**src/rtl/shift_unit_iter.sv**
```systemverilog
// shift_unit_iter: multi-cycle SLL/SRL/SRA/ROTR shifter that moves the operand
// by at most STEP bit positions per clock.
// Ports:
//   clk, reset      clock and synchronous active-high reset
//   start           request, accepted only while idle (busy == 0)
//   op              00 SLL, 01 SRL, 10 SRA, 11 ROTR
//   data_in, shamt  operand and shift amount, sampled on an accepted start
//   busy            high while the operation is shifting or finishing
//   done            one-cycle pulse marking result valid
//   result          shifted value, held until the next accepted start
module shift_unit_iter #(
    parameter int unsigned WIDTH   = 32,
    parameter int unsigned SHAMT_W = 5,
    parameter int unsigned STEP    = 1
) (
    input  logic               clk,
    input  logic               reset,
    input  logic               start,
    input  logic [1:0]         op,
    input  logic [WIDTH-1:0]   data_in,
    input  logic [SHAMT_W-1:0] shamt,
    output logic               busy,
    output logic               done,
    output logic [WIDTH-1:0]   result
);

    localparam logic [1:0] OP_SLL  = 2'b00;
    localparam logic [1:0] OP_SRL  = 2'b01;
    localparam logic [1:0] OP_SRA  = 2'b10;
    localparam logic [1:0] OP_ROTR = 2'b11;

    localparam logic [SHAMT_W-1:0] STEP_AMT = SHAMT_W'(STEP);

    typedef enum logic [1:0] {
        S_IDLE  = 2'd0,
        S_SHIFT = 2'd1,
        S_DONE  = 2'd2
    } state_t;

    state_t               state_q, state_d;
    logic [WIDTH-1:0]     result_q, result_d;
    logic [SHAMT_W-1:0]   rem_q, rem_d;
    logic [1:0]           op_q, op_d;
    logic                 busy_q, busy_d;
    logic                 done_q, done_d;

    logic [SHAMT_W-1:0]   k_c;
    logic [2*WIDTH-1:0]   rot_c;
    logic [WIDTH-1:0]     shifted_c;

    assign busy   = busy_q;
    assign done   = done_q;
    assign result = result_q;

    // Per-cycle step: never overshoot the remaining amount.
    assign k_c = (rem_q < STEP_AMT) ? rem_q : STEP_AMT;

    // Rotate via a doubled word so the low bits wrap into the top.
    assign rot_c = {result_q, result_q} >> k_c;

    // One partial shift of the working value by k_c.
    always_comb begin
        shifted_c = result_q;
        case (op_q)
            OP_SLL:  shifted_c = result_q << k_c;
            OP_SRL:  shifted_c = result_q >> k_c;
            OP_SRA:  shifted_c = $unsigned($signed(result_q) >>> k_c);
            OP_ROTR: shifted_c = rot_c[WIDTH-1:0];
            default: shifted_c = result_q;
        endcase
    end

    // State and datapath registers.
    always_ff @(posedge clk) begin
        if (reset) begin
            state_q  <= S_IDLE;
            result_q <= '0;
            rem_q    <= '0;
            op_q     <= OP_SLL;
            busy_q   <= 1'b0;
            done_q   <= 1'b0;
        end else begin
            state_q  <= state_d;
            result_q <= result_d;
            rem_q    <= rem_d;
            op_q     <= op_d;
            busy_q   <= busy_d;
            done_q   <= done_d;
        end
    end

    // Next-state logic.
    always_comb begin
        state_d = state_q;
        case (state_q)
            S_IDLE: begin
                if (start) begin
                    state_d = (shamt != '0) ? S_SHIFT : S_DONE;
                end
            end
            S_SHIFT: begin
                // Last step when what is left fits in one step.
                if (rem_q <= STEP_AMT) begin
                    state_d = S_DONE;
                end
            end
            S_DONE:  state_d = S_IDLE;
            default: state_d = S_IDLE;
        endcase
    end

    // Datapath and output next values; busy/done follow the next state.
    always_comb begin
        result_d = result_q;
        rem_d    = rem_q;
        op_d     = op_q;
        case (state_q)
            S_IDLE: begin
                if (start) begin
                    result_d = data_in;
                    rem_d    = shamt;
                    op_d     = op;
                end
            end
            S_SHIFT: begin
                result_d = shifted_c;
                rem_d    = rem_q - k_c;
            end
            default: ;
        endcase
        busy_d = (state_d != S_IDLE);
        done_d = (state_d == S_DONE);
    end

endmodule

```
**config.mk**
```make
export PLATFORM = sky130hd
export DESIGN_NAME = shift_unit_iter
export DESIGN_NICKNAME = d
export VERILOG_FILES = /design/src/rtl/shift_unit_iter.sv
export SDC_FILE = /design/constraint.sdc
export NUM_CORES = 1
export LEC_CHECK = 0
export ABC_AREA = 1
export BUFFER_PORTS_ARGS = -buffer_cell sky130_fd_sc_hd__buf_4
export CAP_MARGIN = 20
export CORE_ASPECT_RATIO = 1.4
export CORE_MARGIN = 2
export CORE_UTILIZATION = 46
export DETAILED_ROUTE_END_ITERATION = 8
export HOLD_SLACK_MARGIN = 0.02
export PLACE_DENSITY_LB_ADDON = 0.25
export SKIP_CTS_REPAIR_TIMING = 1
export SLEW_MARGIN = 10
export SYNTH_ARGS = -nofsm -noshare
export SYNTH_HDL_FRONTEND = slang
export SYNTH_SLANG_ARGS = --single-unit
```
**constraint.sdc**
```tcl
create_clock -name clk -period 1.4 [get_ports clk]
set_input_delay 0.14 -clock clk [delete_from_list [all_inputs] [get_ports clk]]
set_output_delay 0.14 -clock clk [all_outputs]
set_load 0.05 [all_outputs]
```
==> flow_metrics.py, run 1 <==
metrics = {
    "run_status": {
        "status": "finished, final reports clean",
    },
    "layout": {
        "most-common-layout-cells": "buf_4 (87), nand2_1 (66), nor2_1 (55)",
        "diodes": 0,
        "final_nets": 492,
        "fill_cells": 513,
        "drive_gt1_frac": 0.301,
        "post-route-util": 0.645,
        "seqCellArea_um2": 866,
        "multi_input_comb_area_mm2": 0.00138,
        "syn2layout_area_growth_pct": 35.8,
        "layout_commonest_cell": "buf_4",
        "fin_cells": 515,
    },
    "timing": {
        "fin_crit_sh": 0.962,
        "clock.fmax_ghz": 0.743,
        "setup_viol": 0,
        "rsz0062_at_grt": "true",
        "maxSlewViolCount": 0,
        "final_hold_viol_count": 0,
        "tightest_slew_ns": 0.521,
        "fin_worst_skew_ns": 0.00507,
        "fin_crit_ns": 1.35,
        "maxSlewHeadroom": 0.652,
    },
    "clock_network": {
        "cts-root-buf": "clkbuf_8",
        "cts_buffers": 5,
        "cts.sinks": 43,
        "h-tree-depth": 2,
        "clockBufferDepth": 2,
        "clk_latency_ns": 0.29,
        "cts_tree": "built",
        "clkTransAtPathRegs_ns": 0.08,
    },
    "routing": {
        "routed_wl_um": 6710,
        "drtIter0Drc": 153,
        "ant_nets": 0,
        "drc": 0,
        "vias": 2726,
        "wl_per_cell_um": 13.0,
        "drt-pass1-iter-count": 5,
        "routed_via_density": 5.29,
    },
    "power": {
        "ir_drop_mv": 1.26,
        "p_per_area_mw_per_mm2": 1360,
        "leakage_uw": 0.00148,
    },
    "synthesis": {
        "synth-simple-area-share": 0.326,
        "synth_adder_area_share": 0.00510,
        "synth_area_per_cell_um2": 6.65,
        "synth.cell_area_mm2": 0.00245,
        "synth_mux_area_frac": 0,
        "synth_warnings": 0,
        "synthCells": 369,
        "synth_compound_area_frac": 0.217,
        "synth_edf_count": 0,
        "synthArstFlopShare": 0,
        "yosysSeqAreaShare": 0.351,
        "ys_ff_latch": 43,
        "synth_top_family_by_area": "simple AND/OR/NAND/NOR gates",
        "synth_cell_type_count": 31,
        "synthesis.nets": 412,
        "synthFlopType": "dfxtp_1",
        "synth-xor-area-share": 0,
    },
    "setup_path": {
        "crit_path_top_delay_cell": "dfxtp_2",
        "crit_type": "flip-flop to flip-flop",
        "slowest_delay_ns": 0.34,
        "reg2reg_from": "state_q[0]$_SDFF_PP0_",
        "cpLargestDelayFamily": "simple AND/OR/NAND/NOR gates",
        "cp-start-kind": "flip-flop",
        "worst-path-stages": 9,
        "cp_max_fo": 6,
        "worstPathCellList": "inv_2, nor2_4, clkinv_4, buf_8, nor2_4, nand2_1, o21ai_2, nand2_1, a21oi_2",
        "endpoint_kind": "flip-flop",
        "required_ns": 1.62,
        "r2r_slack_ns": 0.05,
        "worstPathBufferInverterCount": 3,
        "r2r_end": "rem_q[2]$_SDFFE_PP0P_",
        "arrival_ns": 1.57,
        "reg2reg_depth": 9,
    },
    "die": {
        "dieArea_mm2": 0.00594,
        "dieHeight_um": 90.4,
        "die_w_um": 65.7,
        "ios": 76,
        "initial_core_util": 0.475,
        "fp.coreArea_mm2": 0.00516,
        "rows": 31,
    },
    "hold_path": {
        "hold_path_end": "op_q[0]$_SDFFE_PP0P_",
        "min-delay-start": "op[0]",
        "holdCritPathClass": "primary input to flip-flop",
        "whs_path_depth": 3,
    },
    "grt": {
        "grt_max_degree": 30,
        "grtUsageTotal": 0.232,
        "antenna_found_initial": 0,
        "grt_pass1_vias": 2572,
        "overflow": 0,
        "grt_pass1_wl_um": 11200,
    },
    "placed_design": {
        "portBuffers": 75,
        "place_congestion": 0.850,
        "dp.cells": 504,
        "post-dp-hpwl_um": 4770,
    },
    "job": {
        "cap_violations": 0,
    },
}
stage by stage:
step / hold slack, ns / total power, µW / TNS (ns) / setup WS (ns) / instance area [µm²]
after floorplan: 0.209 / 2930 / 0 / 0.0258 / 2450
after global placement: 0.363 / 3460 / 0 / 0.0644 / 3090
after detailed placement: 0.376 / 3500 / 0 / 0.0496 / 3090
after CTS: 0.0727 / 4420 / 0 / 0.0297 / 3190
after global routing: 0.0716 / 4800 / -0.533 / -0.0668 / 3330
final: 0.0790 / 4520 / 0 / 0.0538 / 3330
worst min-delay path, stage by stage:
cell and delay, ns:
buf_4 0.08, nor2_1 0.03, nor2_1 0.08
cell usage after synthesis, types with 2 or more instances:
cell / number / area, µm²
inv_1: 16 / 60.1
nor2_2: 2 / 12.5
nor2_4: 5 / 56.3
nor3_1: 2 / 10.0
nand3_1: 33 / 165
buf_2: 5 / 25.0
o21ai_0: 41 / 205
or2_2: 3 / 18.8
nand4_1: 2 / 12.5
buf_6: 7 / 78.8
nor2_1: 57 / 214
a21oi_1: 33 / 165
nand2_1: 67 / 251
a31oi_1: 3 / 18.8
buf_4: 4 / 30.0
o211ai_1: 2 / 15.0
clkbuf_1: 6 / 22.5
o21ai_1: 19 / 95.1
nand2_4: 3 / 33.8
inv_2: 6 / 22.5
dfxtp_1: 43 / 861
power by group:
group / total (µW) / internal (µW) / switching (µW) / leakage [µW]
registers: 1560 / 1390 / 167 / 0.000357
logic: 2040 / 748 / 1290 / 0.00108
clock network: 927 / 523 / 404 / 0.0000513
area by class of cell:
type | count | share of cell area
Multi-Input combinational cell | 280 | 0.414
Tap cell | 66 | 0.0248
Inverter | 23 | 0.0312
Clock inverter | 1 | 0.00902
Sequential cell | 43 | 0.260
Clock buffer | 6 | 0.0218
Timing Repair Buffer | 96 | 0.239
cells by family after synthesis:
family,after synthesis
buffers and inverters,46
flip-flops,43
AND/OR/NAND/NOR,177
adder cells (fa/ha/maj),1
AO/OA/AOI/OAI,102
how the worst max path moves through the flow:
stage | to | slack [ns] | startpoint
2_1_floorplan | rem_q[2]$_SDFFE_PP0P_ | 0.03 | rem_q[2]$_SDFFE_PP0P_
3_3_place_gp | rem_q[2]$_SDFFE_PP0P_ | 0.06 | rem_q[2]$_SDFFE_PP0P_
3_5_place_dp | rem_q[2]$_SDFFE_PP0P_ | 0.05 | rem_q[2]$_SDFFE_PP0P_
4_1_cts | rem_q[2]$_SDFFE_PP0P_ | 0.03 | rem_q[2]$_SDFFE_PP0P_
5_1_grt | rem_q[2]$_SDFFE_PP0P_ | -0.07 | state_q[0]$_SDFF_PP0_
6_report | rem_q[2]$_SDFFE_PP0P_ | 0.05 | state_q[0]$_SDFF_PP0_
routing by layer:
metal  up-vias  routed length [µm]  track usage
met1      1257                2720        0.270
met5         -                   0            0
met3         6                 311       0.0399
met4         0                  51       0.0538
li1       1381                   -            -
met2        82                3630        0.428
flip-flops by register name, indices dropped and copies added, names as in the netlist:
signal	flops
done	1
rem_q	5
op_q	2
state_q	2
result	32
busy	1
Note: power is estimated with default switching activity, not from simulation.
==> inputs of run 2 (changes only) <==
Settings changed: CORE_UTILIZATION 46 to 51.
Clock period 1.4 ns to 1.41 ns, I/O delays scaled along.
==> run 2 against run 1 <==
  * Routed wire length is 8.0% higher
  * Power shrank 1.7%
  * Utilization grew 8.7 points
  * Combinational power is essentially flat
==> flow_metrics.py, run 2 (synthesized netlist as in run 1, its figures left out) <==
metrics = {
    "setup_path": {
        "endpoint": "rem_q[1]$_SDFFE_PP0P_",
        "crit_type": "flip-flop to flip-flop",
        "reg2reg_from": "rem_q[1]$_SDFFE_PP0P_",
        "crit_path_top_delay_cell": "dfxtp_2",
        "cp_max_fo": 6,
        "worstPathCellList": "nor2_4, nand2_1, nand2_1, ha_1, a22oi_1, a21oi_1",
        "cp-start-kind": "flip-flop",
        "arrival_ns": 1.57,
        "path_common_cell": "nand2_1",
        "crit_start": "rem_q[1]$_SDFFE_PP0P_",
        "required_ns": 1.59,
        "slowest_delay_ns": 0.34,
        "r2r_slack_ns": 0.01,
        "r2r_end": "rem_q[1]$_SDFFE_PP0P_",
        "endpoint_kind": "flip-flop",
        "reg2reg_depth": 6,
    },
    "layout": {
        "fill_cells": 384,
        "most-common-layout-cells": "buf_4 (86), nand2_1 (65), nor2_1 (55)",
        "diodes": 0,
        "largest_register_ff_count": 32,
        "syn2layout_area_growth_pct": 36.5,
        "layout_commonest_cell": "buf_4",
        "final_nets": 493,
        "drive_gt1_frac": 0.309,
    },
    "die": {
        "ios": 76,
        "dieHeight_um": 86.1,
        "initial_core_util": 0.536,
        "rows": 29,
        "dieArea_mm2": 0.00539,
        "fp.coreArea_mm2": 0.00457,
        "die_w_um": 62.6,
    },
    "clock_network": {
        "h-tree-depth": 2,
        "clk_latency_ns": 0.30,
        "clockBufferDepth": 2,
        "cts.sinks": 43,
        "clkTransAtPathRegs_ns": 0.09,
        "cts_buffers": 5,
        "cts_tree": "built",
        "cts-root-buf": "clkbuf_8",
    },
    "placed_design": {
        "place_congestion": 0.832,
        "portBuffers": 75,
        "place_ws_ns": -0.000950,
        "post-dp-hpwl_um": 4910,
    },
    "grt": {
        "antenna_found_initial": 0,
        "grt_pass1_wl_um": 11400,
        "grtUsageTotal": 0.259,
        "grt_pass1_vias": 2637,
        "grt_max_degree": 23,
        "overflow": 0,
    },
    "routing": {
        "ant_nets": 0,
        "wl_per_cell_um": 14.2,
        "vias": 2856,
        "routed_via_density": 5.58,
        "drtIter0Drc": 344,
        "routed_wl_um": 7250,
        "drt-pass1-iter-count": 5,
        "drc": 0,
    },
    "timing": {
        "fin_ws_ns": 0.0128,
        "final_hold_viol_count": 0,
        "fin_crit_sh": 0.991,
        "fin_worst_skew_ns": 0.00928,
        "setup_viol": 0,
        "clock.fmax_ghz": 0.716,
        "rsz0062_at_grt": "true",
        "maxSlewHeadroom": 0.829,
        "fin_crit_ns": 1.40,
        "holdWs_ns": 0.0691,
        "tightest_slew_ns": 0.256,
        "maxSlewViolCount": 0,
    },
    "job": {
        "cap_violations": 0,
    },
    "power": {
        "ir_drop_mv": 0.956,
        "clkPwrFrac": 0.183,
        "p_switching_uw": 1910,
        "intPower_uw": 2530,
        "p_seq_frac": 0.351,
        "leakage_uw": 0.00150,
        "combPwrFrac": 0.466,
        "p_per_area_mw_per_mm2": 1330,
        "p_sw_frac": 0.430,
    },
    "hold_path": {
        "whs_path_depth": 3,
        "min-delay-start": "op[0]",
        "holdCritPathClass": "primary input to flip-flop",
    },
    "run_status": {
        "status": "finished, final reports clean",
    },
}
run 2: worst min-delay path by stage:
| stage | end | slack (ns) |
|---|---|---|
| 2_1_floorplan | rem_q[3]$_SDFFE_PP0P_ | 0.21 |
| 3_3_place_gp | op_q[1]$_SDFFE_PP0P_ | 0.37 |
| 3_5_place_dp | op_q[0]$_SDFFE_PP0P_ | 0.38 |
| 4_1_cts | op_q[0]$_SDFFE_PP0P_ | 0.07 |
| 5_1_grt | op_q[0]$_SDFFE_PP0P_ | 0.07 |
| 6_report | op_q[0]$_SDFFE_PP0P_ | 0.07 |
run 2: power by group through the flow:
| stage | Sequential (µW) | Combinational, µW | Clock [µW] |
|---|---|---|---|
| floorplan | 2010 | 902 | 0 |
| global placement | 1570 | 1910 | 0 |
| detailed placement | 1570 | 1940 | 0 |
| CTS | 1550 | 1950 | 815 |
| global route | 1580 | 2240 | 863 |
| finish | 1560 | 2070 | 814 |
run 2: cell type report:
class                           instances  area [µm²]  area share
Timing Repair Buffer                   97         836       0.250
Sequential cell                        43         867       0.259
Tap cell                               62        77.6      0.0232
Multi-Input combinational cell        280        1380       0.413
Clock inverter                          1        5.00     0.00149
Inverter                               23        98.8      0.0295
Clock buffer                            6        82.6      0.0247
run 2: metal layers:
metal  global-route usage  wire length, µm  share of wire  up-vias
met4                0.113              133          0.018        0
li1                     -                -              -     1380
met1                0.269             2800           0.39     1338
met5                    0                0              0        -
met3               0.0604              474          0.065       18
met2                0.492             3840           0.53      120
run 2: worst max-delay path: cells and delay by family, from the launching register on:
family,cells,cell delay (ns)
simple gates,3,0.40
compound gates,2,0.30
flops,1,0.34
fa+ha+maj,1,0.24
run 2: through the flow:
stage	area [µm²]	instances	util	setup TNS, ns	power, µW
floorplan	2450	369	-	0	2910
global placement	3130	501	0.685	0	3470
detailed placement	3130	501	0.685	-0.000950	3510
CTS	3220	508	0.704	-0.0561	4310
global route	3350	512	0.732	-0.471	4680
finish	3350	512	0.732	0	4450
